`src/rtl/serial_pair_adder_ctrl.sv`:
```
// serial_pair_adder_ctrl: adds two WIDTH-bit unsigned operands plus a carry-in.
// It uses one 2-bit adder slice and processes one bit pair per clock, least-significant pair first.
// The result is published with a single-cycle done pulse.
module serial_pair_adder_ctrl #(
  parameter int WIDTH = 8
) (
  input  logic             clk,
  input  logic             rst,
  input  logic             start,
  input  logic             cin,
  input  logic [WIDTH-1:0] a,
  input  logic [WIDTH-1:0] b,
  output logic             busy,
  output logic             done,
  output logic [WIDTH:0]   sum
);

  localparam int NSLICE = WIDTH / 2;
  localparam int CW     = (NSLICE > 1) ? $clog2(NSLICE) : 1;
  localparam logic [CW-1:0] LAST = CW'(NSLICE - 1);

  typedef enum logic {IDLE, RUN} state_t;

  state_t           state_q;
  logic [WIDTH-1:0] a_sh_q;
  logic [WIDTH-1:0] b_sh_q;
  logic             carry_q;
  logic [CW-1:0]    cnt_q;
  logic             busy_q;
  logic             done_q;
  logic [WIDTH:0]   sum_q;

  // Slice output for the current step, and the full result word it would complete.
  logic [2:0]       slice_d;
  logic [WIDTH-1:0] res_d;

  // One 2-bit slice: pair of A bits + pair of B bits + held carry, kept 3 bits wide.
  always_comb begin
    slice_d = 3'(a_sh_q[1:0]) + 3'(b_sh_q[1:0]) + 3'(carry_q);
  end

  // Partial result pairs live in a shift register that is fed from the MSB end.
  // The newest pair sits on top of it, so after the last step it holds the full sum bits in order.
  generate
    if (NSLICE > 1) begin : g_shift
      logic [WIDTH-3:0] res_sh_q;

      // Shift the freshly produced pair in at the top on every RUN step.
      always_ff @(posedge clk or posedge rst) begin
        if (rst) begin
          res_sh_q <= '0;
        end else if (state_q == RUN) begin
          res_sh_q <= res_d[WIDTH-1:2];
        end
      end

      assign res_d = {slice_d[1:0], res_sh_q};
    end else begin : g_single
      assign res_d = slice_d[1:0];
    end
  endgenerate

  // Control FSM plus operand/carry/counter registers and the registered outputs.
  always_ff @(posedge clk or posedge rst) begin
    if (rst) begin
      state_q <= IDLE;
      a_sh_q  <= '0;
      b_sh_q  <= '0;
      carry_q <= 1'b0;
      cnt_q   <= '0;
      busy_q  <= 1'b0;
      done_q  <= 1'b0;
      sum_q   <= '0;
    end else begin
      done_q <= 1'b0;
      case (state_q)
        IDLE: begin
          if (start) begin
            a_sh_q  <= a;
            b_sh_q  <= b;
            carry_q <= cin;
            cnt_q   <= '0;
            busy_q  <= 1'b1;
            state_q <= RUN;
          end
        end
        RUN: begin
          a_sh_q  <= a_sh_q >> 2;
          b_sh_q  <= b_sh_q >> 2;
          carry_q <= slice_d[2];
          if (cnt_q == LAST) begin
            // Final step: the carry out of this slice becomes the result MSB.
            sum_q   <= {slice_d[2], res_d};
            done_q  <= 1'b1;
            busy_q  <= 1'b0;
            cnt_q   <= '0;
            state_q <= IDLE;
          end else begin
            cnt_q <= cnt_q + CW'(1);
          end
        end
        default: state_q <= IDLE;
      endcase
    end
  end

  assign busy = busy_q;
  assign done = done_q;
  assign sum  = sum_q;

endmodule

```
`config.mk`:
```
export PLATFORM = sky130hd
export DESIGN_NAME = serial_pair_adder_ctrl
export DESIGN_NICKNAME = d
export VERILOG_FILES = /design/src/rtl/serial_pair_adder_ctrl.sv
export SDC_FILE = /design/constraint.sdc
export NUM_CORES = 1
export LEC_CHECK = 0
export ABC_AREA = 1
export BUFFER_PORTS_ARGS = -buffer_cell sky130_fd_sc_hd__buf_2
export CAP_MARGIN = 20
export CORE_ASPECT_RATIO = 1.4
export CORE_MARGIN = 2
export CORE_UTILIZATION = 58
export CTS_BUF_LIST = sky130_fd_sc_hd__clkbuf_4 sky130_fd_sc_hd__clkbuf_8 sky130_fd_sc_hd__clkbuf_16
export DETAILED_ROUTE_END_ITERATION = 10
export PLACE_DENSITY_LB_ADDON = 0.2
export SLEW_MARGIN = 15
export SYNTH_ARGS = -nofsm -noshare
export SYNTH_HDL_FRONTEND = slang
export SYNTH_SLANG_ARGS = --single-unit
```
`constraint.sdc`:
```
create_clock -name clk -period 4.1 [get_ports clk]
set_input_delay 0.82 -clock clk [delete_from_list [all_inputs] [get_ports clk]]
set_output_delay 0.82 -clock clk [all_outputs]
set_load 0.01 [all_outputs]
```
Word level (Yosys, flattened, before mapping):

Cells that the tools add are included.

* input bits: 20
* flip-flop bits (word level): 37
* logic and storage cells: 35
* output and inout port bits: 11

* muxes and demuxes: 17
* reduce and logical (&&, ||, !) cells: 2
* bitwise gates (word level): 1
* add/sub/neg operators: 3
* equality and inequality tests: 3

Operators by type and width (number)
* 8-bit one-hot mux with 2 select lines: 2
* 8-bit two-way mux: 2
* 1-bit two-way mux: 7
* 1-bit one-hot mux with 2 select lines: 3
* 2-bit two-way mux: 2
* 2-bit one-hot mux with 2 select lines: 1
* 2-bit AND reduction: 2
* 2-bit by 2-bit adder with 3-bit output: 1
* 3-bit by 1-bit adder with 3-bit output: 1
* 2-bit by 1-bit adder with 2-bit output (second input constant): 1
* 2-bit equality test (second input constant): 1
* 2-bit by 1-bit != test with 1-bit output (second input constant): 1
* 2-bit != test (second input constant): 1
* 1-bit inverter: 1

Longest topological paths before layout:

Gate-level depths: netlist of run 1.

* depth in word-level cells: 3
* gate-level depth with buffers: 6
* gate-level depth less buffers: 6

Least setup slack after synthesis of run 1:

OpenSTA, ideal clock, no wires.

* path type: reg-to-reg
* from: reg a_sh_q[0]
* to: reg g_shift.res_sh_q[5]
* arrival time: 1.379 ns
* period minus slack after synthesis: 1.502 ns
* library setup time: 0.122 ns
* buffers on the path: 0
* stages on the path, launching flop included: 5
* required time: 3.978 ns
* path slack: 2.598 ns
* cells stage by stage: dfrtp_1 -> inv_1 -> fa_1 -> fa_1 -> o21ai_1

* word-level cells in the longest chain between the ends: 2

Ends and longest elaborated chain
* start: declaration: RTL line 25 `logic [WIDTH-1:0] a_sh_q;`
* start signal: assignment: RTL line 88 `a_sh_q <= a_sh_q >> 2;`
* 2-bit by 2-bit adder with 3-bit output: RTL line 39 `slice_d = 3'(a_sh_q[1:0]) + 3'(b_sh_q[1:0]) + 3'(carry_q);`
* 3-bit by 1-bit adder with 3-bit output: RTL line 39
* end signal: assignment: RTL line 53 `res_sh_q <= res_d[WIDTH-1:2];`
* end: declaration: RTL line 46 `logic [WIDTH-3:0] res_sh_q;`

Every way passes these cells.
A chain may end at the register's enable or synchronous reset.

Worst setup path in the final report of run 1:

* from: reg sum_q[1], in the netlist sum[1]
* to: out sum[1]

RTL lines
* start: declaration: RTL line 31 `logic [WIDTH:0] sum_q;`
* start signal: assignment: RTL line 93 `sum_q <= {slice_d[2], res_d};`
* end: declaration: RTL line 15 `output logic [WIDTH:0] sum`

No word-level cell between the ends.

==> flow_metrics.env, run 1 <==
export IMPL_async_flop_share=1.000
export IMPL_synthFlopType="dfrtp_1"
export IMPL_tightest_slew_ps=1004
export IMPL_synth_mux_area_frac=0
export IMPL_yosysTopAreaCell="dfrtp_1"
export IMPL_wl_per_cell_microns=12.21
export IMPL_gp_congestion=0.7210
export IMPL_synth_cells=170
export IMPL_pin_count=31
export IMPL_cts_root_buf="clkbuf_4"
export IMPL_cap_violations=0
export IMPL_hold_viol_final=0
export IMPL_post_route_min_period_ps=1685
export IMPL_reg2reg_setup_slack_ps=2440
export IMPL_layout_nets=222
export IMPL_dp_hpwl_microns=2009
export IMPL_p_clk_frac=0.169
export IMPL_synth_top_family_by_area="simple AND/OR/NAND/NOR gates"
export IMPL_ir_drop_v=0.0003900
export IMPL_cts_buffers_inserted=5
export IMPL_worstPathRequired_ps=3280
export IMPL_clk_latency_ps=340
export IMPL_grt_pass1_vias=1204
export IMPL_synthTopCellsByArea="dfrtp_1 (56%), nand2_1 (13%), nand3_1 (9.1%)"
export IMPL_min_delay_start="b_sh_q[6]$_DFFE_PP0P_"
export IMPL_hp_class="flop to flop"
export IMPL_row_count=22
export IMPL_met3_length_microns=111
export IMPL_ys_top_cells_by_count="nand2_1 (58), dfrtp_1 (37), nand3_1 (30), inv_1 (12), o21ai_2 (8)"
export IMPL_clock_fmax_ghz=0.5934
export IMPL_final_core_util=0.6912
export IMPL_ys_ff_latch=37
export IMPL_p_leak_nw=0.9597
export IMPL_fin_setup_tns_ps=0
export IMPL_rsz0062_at_grt="no"
export IMPL_grt_overflow=0
export IMPL_final_seq_area_sq_um=925.9
export IMPL_core_region_area_sq_um=2670
export IMPL_p_int_uw=780.9
export IMPL_syn2layout_area_growth_pct=12.42
export IMPL_multi_input_area_sq_um=564.3
export IMPL_ant_nets=0
export IMPL_finClkSkew_ps=7.439
export IMPL_synth_top_area_share=0.5640
export IMPL_cpMaxStageDelayCell="dfrtp_1"
export IMPL_syn_avg_cell_area_sq_um=9.656
export IMPL_r2r_start="state_q$_DFF_PP0_"
export IMPL_switchingPower_uw=481.6
export IMPL_yosys_warnings=0
export IMPL_p_per_area_nw_per_um2=684.1
export IMPL_dpl_instance_area_sq_um=1775
export IMPL_fillers=227
export IMPL_synth_compound_area_frac=0.06631
export IMPL_worstSetupEndpointType="primary output"
export IMPL_r2r_cells=3
export IMPL_vias=1214
export IMPL_comb_power_share=0.347
export IMPL_antenna_found_initial=0
export IMPL_hold_path_depth=2
export IMPL_path_clk_slew_ps=110
export IMPL_start_util=0.6148
export IMPL_cts_setup_buffers=0
export IMPL_yosys_area_share_simple=0.2454
export IMPL_die_width_microns=48.96
export IMPL_cp_cell_sequence="buf_2"
export IMPL_cp_max_fo=2
export IMPL_synth_xor_area_share=0
export IMPL_drtIter0Drc=32
export IMPL_top_layer="met4"
export IMPL_slew_violations=0
export IMPL_cts_hold_buf=0
export IMPL_crit_path_start_kind="flop"
export IMPL_stdcell_area_sq_um=1846
export IMPL_setup_viol=0
export IMPL_layout_drive_gt1_share=0.2600
export IMPL_die_area_sq_um=3278
export IMPL_critPathArrivalTime_ps=870
export IMPL_hold_path_end="b_sh_q[6]$_DFFE_PP0P_"
export IMPL_path_class="flop to primary output"
export IMPL_drc=0
export IMPL_yosysMostFrequentCell="nand2_1"
export IMPL_cp_top_family="flip-flops"
export IMPL_synth_area_sq_um=1642
export IMPL_wl_microns=2882
export IMPL_met1_length_microns=1227
export IMPL_viasPerCell=5.144
export IMPL_r2r_end="a_sh_q[2]$_DFFE_PP0P_"
export IMPL_tritoncts="done"
export IMPL_total_power_mw=1.262
export IMPL_cts_resized=0
export IMPL_diodes=0
export IMPL_yosysSeqAreaShare=0.5640
export IMPL_syn_nets=193
export IMPL_wl_met2_microns=1483
export IMPL_firstDrtPassIters=4
export IMPL_period_share=0.4110
export IMPL_seq_power_share=0.484
export IMPL_synthAdderAreaFrac=0.03201
export IMPL_max_stage_delay_ps=390
export IMPL_die_h_microns=66.95
export IMPL_grt_start_max_net_pins=26
export IMPL_grt_pass1_wl_microns=5085
export IMPL_portBuffers=30
export IMPL_grt_usage=0.2107
export IMPL_critPathBufInv=1
export IMPL_p_sw_frac=0.3814
export IMPL_synth_edff_count=0
export IMPL_yosysUniqueCellTypes=18
export IMPL_slew_headroom=0.3309
export IMPL_cts_sinks=37
export IMPL_status="finished clean"
export IMPL_htree_levels=2
export IMPL_cts_path_max_buffers=2
[worst max path at each step]
| stage | start | to | slack [ps] | depth (start not counted) |
|---|---|---|---|---|
| after floorplan | rst | a_sh_q[0]$_DFFE_PP0P_ | 2450 | 1 |
| after global placement | rst | a_sh_q[1]$_DFFE_PP0P_ | 2230 | 3 |
| after detailed placement | start | b_sh_q[1]$_DFFE_PP0P_ | 2380 | 4 |
| after CTS | sum[1]$_DFFE_PP0P_ | sum[1] | 2400 | 1 |
| after global routing | state_q$_DFF_PP0_ | sum[4]$_DFFE_PP0P_ | 2300 | 4 |
| final | sum[1]$_DFFE_PP0P_ | sum[1] | 2410 | 1 |
[power by group through the flow]
stage | Combinational, mW | Sequential [mW] | Clock [mW]
floorplan | 0.373 | 0.594 | 0
global placement | 0.420 | 0.610 | 0
detailed placement | 0.444 | 0.619 | 0
CTS | 0.449 | 0.611 | 0.216
global route | 0.503 | 0.629 | 0.232
finish | 0.438 | 0.611 | 0.213
[per-stage QoR]
step | hold WS, ps | cells | setup WS, ps
4_1_cts | 487.6 | 236 | 2401
6_report | 485.5 | 236 | 2415
3_3_place_gp | 453.4 | 227 | 2229
3_5_place_dp | 463.3 | 228 | 2377
2_1_floorplan | 441.7 | 170 | 2447
5_1_grt | 501.3 | 236 | 2304
[state kept, by name, indices dropped and copies added, names as in the netlist]
signal and flops:
a_sh_q 8, b_sh_q 8, busy 1, carry_q 1, cnt_q 2, done 1
g_shift.res_sh_q 6, state_q 1, sum 9
[layout make-up]
type / count / share of cell area
multi-input combinational: 109 / 0.3058
tap: 36 / 0.02441
sequential: 37 / 0.5017
inverter: 14 / 0.02983
clock buffer: 7 / 0.03525
clock inverter: 1 / 0.002712
timing repair buffer: 32 / 0.1003
[kinds of logic after synthesis]
kind of cell,Yosys count
DFF,37
adders and majority gates,3
buffers and inverters,24
AOI/OAI and AO/OA,15
and+or+nand+nor,91
[cells in the final DEF, fill, tap and decap left out]
cell type	n
nand2_1	58
dfrtp_1	37
nand3_1	30
buf_2	30
inv_1	12
o21ai_2	8
clkbuf_4	5
o21ai_0	4
o21ai_1	2
fa_1	2
clkbuf_8	2
inv_4	1
nor2_4	1
nand2_8	1
clkinv_1	1
nor2_1	1
a21oi_2	1
ha_1	1
clkinv_2	1
buf_16	1
buf_4	1
[per-layer routing]
metal / track usage / vias up
met3: 0.05830 / 8
met2: 0.3733 / 30
met5: 0 / -
met4: 0.1179 / 0
met1: 0.2264 / 576
li1: - / 600
No activity file was read; power rests on OpenSTA's default activity.
==> run 2, diff against run 1 <==
ABC_AREA = 0   (was 1)
CORE_UTILIZATION = 54   (was 58)
clock period = 1.7 ns   (was 4.1 ns; I/O delays follow)
==> run 2 against run 1 <==
Against the previous run:
- utilization decreased by 3.0 points
- register-to-register slack worse by 2300 ps
- synthesized cell count down 25%
- first-iteration DRC count down 53%
- routed wire length shrank 3.7%
- synthesized area is 0.53% lower
- clock skew shrank 3.9 ps
- total power rose to 2.5 times the previous value
- clock-buffer cell count grew 1
- highest routed layer unchanged
==> flow_metrics.env, run 2 <==
export IMPL_dpl_instance_area_sq_um=1810
export IMPL_die_h_microns=69.06
export IMPL_cpMaxStageDelayCell="fa_1"
export IMPL_post_route_min_period_ps=1546
export IMPL_yosys_warnings=0
export IMPL_drtIter0Drc=15
export IMPL_synthFlopType="dfrtp_1"
export IMPL_multi_input_area_sq_um=593.1
export IMPL_cts_setup_buffers=0
export IMPL_cts_sinks=37
export IMPL_grt_pass1_vias=1083
export IMPL_r2r_end="g_shift.res_sh_q[5]$_DFFE_PP0P_"
export IMPL_clock_fmax_ghz=0.6468
export IMPL_final_seq_area_sq_um=925.9
export IMPL_max_stage_delay_ps=510
export IMPL_tritoncts="done"
export IMPL_cp_cell_sequence="inv_1 > fa_1 > fa_1 > mux2i_1"
export IMPL_layout_commonest_cell="dfrtp_1"
export IMPL_cts_path_max_buffers=2
export IMPL_total_power_mw=3.198
export IMPL_drc=0
export IMPL_syn_nets=151
export IMPL_critPathArrivalTime_ps=1710
export IMPL_hold_viol_final=0
export IMPL_hp_class="input port to asynchronous set/reset pin"
export IMPL_worstPathRequired_ps=1870
export IMPL_cp_top_family="adder cells"
export IMPL_start_util=0.5674
export IMPL_vias=1041
export IMPL_synth_area_sq_um=1633
export IMPL_ant_nets=0
export IMPL_synth_cells=128
export IMPL_synth_top_area_share=0.5670
export IMPL_antenna_found_initial=0
export IMPL_cap_violations=0
export IMPL_p_per_area_nw_per_um2=1682
export IMPL_die_area_sq_um=3486
export IMPL_final_setup_worst_slack_ps=153.9
export IMPL_layout_drive_gt1_share=0.3354
export IMPL_row_count=23
export IMPL_cts_root_buf="clkbuf_8"
export IMPL_fillers=253
export IMPL_r2r_start="a_sh_q[0]$_DFFE_PP0P_"
export IMPL_cp_common_cell="fa_1"
export IMPL_wl_per_cell_microns=13.81
export IMPL_period_share=0.9095
export IMPL_grt_usage=0.1929
export IMPL_yosysMostFrequentCell="dfrtp_1"
export IMPL_cp_max_fo=2
export IMPL_path_clk_slew_ps=70
export IMPL_worstSetupEndpointType="flop"
export IMPL_grt_pass1_wl_microns=5016
export IMPL_layout_nets=186
export IMPL_cts_buffers_inserted=5
export IMPL_finClkSkew_ps=3.506
export IMPL_yosysSeqAreaShare=0.5670
export IMPL_yosysTopAreaCell="dfrtp_1"
export IMPL_slew_headroom=0.8154
export IMPL_ir_drop_v=0.0008983
export IMPL_largest_reg_flops=9
export IMPL_tightest_slew_ps=276.8
export IMPL_firstDrtPassIters=4
export IMPL_synth_edff_count=0
export IMPL_critPathBufInv=1
export IMPL_clk_latency_ps=280
export IMPL_yosysUniqueCellTypes=20
export IMPL_synthTopCellsByArea="dfrtp_1 (57%), mux2i_1 (13%), mux2_4 (6.4%)"
export IMPL_syn_avg_cell_area_sq_um=12.76
export IMPL_diodes=0
export IMPL_ys_ff_latch=37
export IMPL_whs_ps=73.67
export IMPL_status="finished clean"
export IMPL_dp_hpwl_microns=2022
export IMPL_die_width_microns=50.48
export IMPL_portBuffers=30
export IMPL_cts_hold_buf=0
export IMPL_rsz0062_at_grt="no"
export IMPL_async_flop_share=1.000
export IMPL_syn2layout_area_growth_pct=16.47
export IMPL_post_place_ws_ps=157.6
export IMPL_reg2reg_setup_slack_ps=150
export IMPL_p_leak_nw=1.014
export IMPL_r2r_cells=4
export IMPL_wl_microns=2776
export IMPL_fin_setup_tns_ps=0
export IMPL_ys_top_cells_by_count="dfrtp_1 (37), mux2i_1 (22), inv_1 (12), nand2_1 (12), o21ai_0 (8)"
export IMPL_cts_resized=0
export IMPL_setup_viol=0
export IMPL_stdcell_area_sq_um=1902
export IMPL_slew_violations=0
export IMPL_crit_path_start_kind="flop"
export IMPL_final_cell_mix="dfrtp_1 (37), buf_2 (30), mux2i_1 (22), nand2_1 (12), inv_1 (12)"
export IMPL_grt_start_max_net_pins=41
export IMPL_path_class="flop to flop"
export IMPL_viasPerCell=5.179
export IMPL_gp_congestion=0.6571
export IMPL_pin_count=31
export IMPL_htree_levels=2
export IMPL_core_region_area_sq_um=2878
export IMPL_grt_overflow=0
## run 2: changes by cell type after synthesis, sizes merged, moves of 2 or more
| cell | before | now |
|---|---|---|
| nand2 | 59 | 13 |
| mux2 | 0 | 11 |
| nand3 | 30 | 0 |
| o21ai | 14 | 12 |
| nor2 | 2 | 6 |
| mux2i | 0 | 22 |
| buf | 10 | 6 |
## run 2: metrics by stage
stage,util,cells
4_1_cts,0.6609,201
2_1_floorplan,-,128
3_5_place_dp,0.6291,193
5_1_grt,0.6609,201
6_report,0.6609,201
3_3_place_gp,0.6291,193
## run 2: where the power goes
part	switching, mW	internal, mW
Combinational	0.530	0.592
Sequential	0.213	1.24
Clock	0.286	0.339
Total	1.03	2.17
## run 2: per-layer routing
layer	wire length [microns]	global-route usage	vias up
li1	-	-	493
met1	1103	0.2426	510
met2	1481	0.3041	31
met3	139	0.06061	7
met4	53	0.08108	0
met5	0	0	-
## run 2: layout make-up
type | count | share of cell area
clock buffer | 8 | 0.04803
multi-input combinational | 72 | 0.3118
inverter | 12 | 0.02368
tap | 37 | 0.02434
timing repair buffer | 35 | 0.1053
sequential | 37 | 0.4868
## run 2: worst max path at each step
stage | startpoint | endpoint | slack [ps] | depth (start not counted)
after CTS | a_sh_q[0]$_DFFE_PP0P_ | g_shift.res_sh_q[5]$_DFFE_PP0P_ | 150 | 4
after global placement | a_sh_q[0]$_DFFE_PP0P_ | g_shift.res_sh_q[5]$_DFFE_PP0P_ | 200 | 4
after detailed placement | a_sh_q[0]$_DFFE_PP0P_ | g_shift.res_sh_q[5]$_DFFE_PP0P_ | 160 | 4
final | a_sh_q[0]$_DFFE_PP0P_ | g_shift.res_sh_q[5]$_DFFE_PP0P_ | 150 | 4
after floorplan | a_sh_q[0]$_DFFE_PP0P_ | g_shift.res_sh_q[5]$_DFFE_PP0P_ | 230 | 4
after global routing | a_sh_q[0]$_DFFE_PP0P_ | carry_q$_DFFE_PP0P_ | 90 | 4
## run 2: kinds of logic after synthesis
| kind of cell | share of synthesized area |
|---|---|
| fa+ha+maj | 0.03218 |
| flops | 0.5671 |
| simple gates | 0.04827 |
| compound gates | 0.05595 |
| buf+inv | 0.06973 |
| mux | 0.2268 |
## run 2: worst min-delay path: stages
cell and delay [ps]:
buf_2 100, inv_1 60, buf_4 220
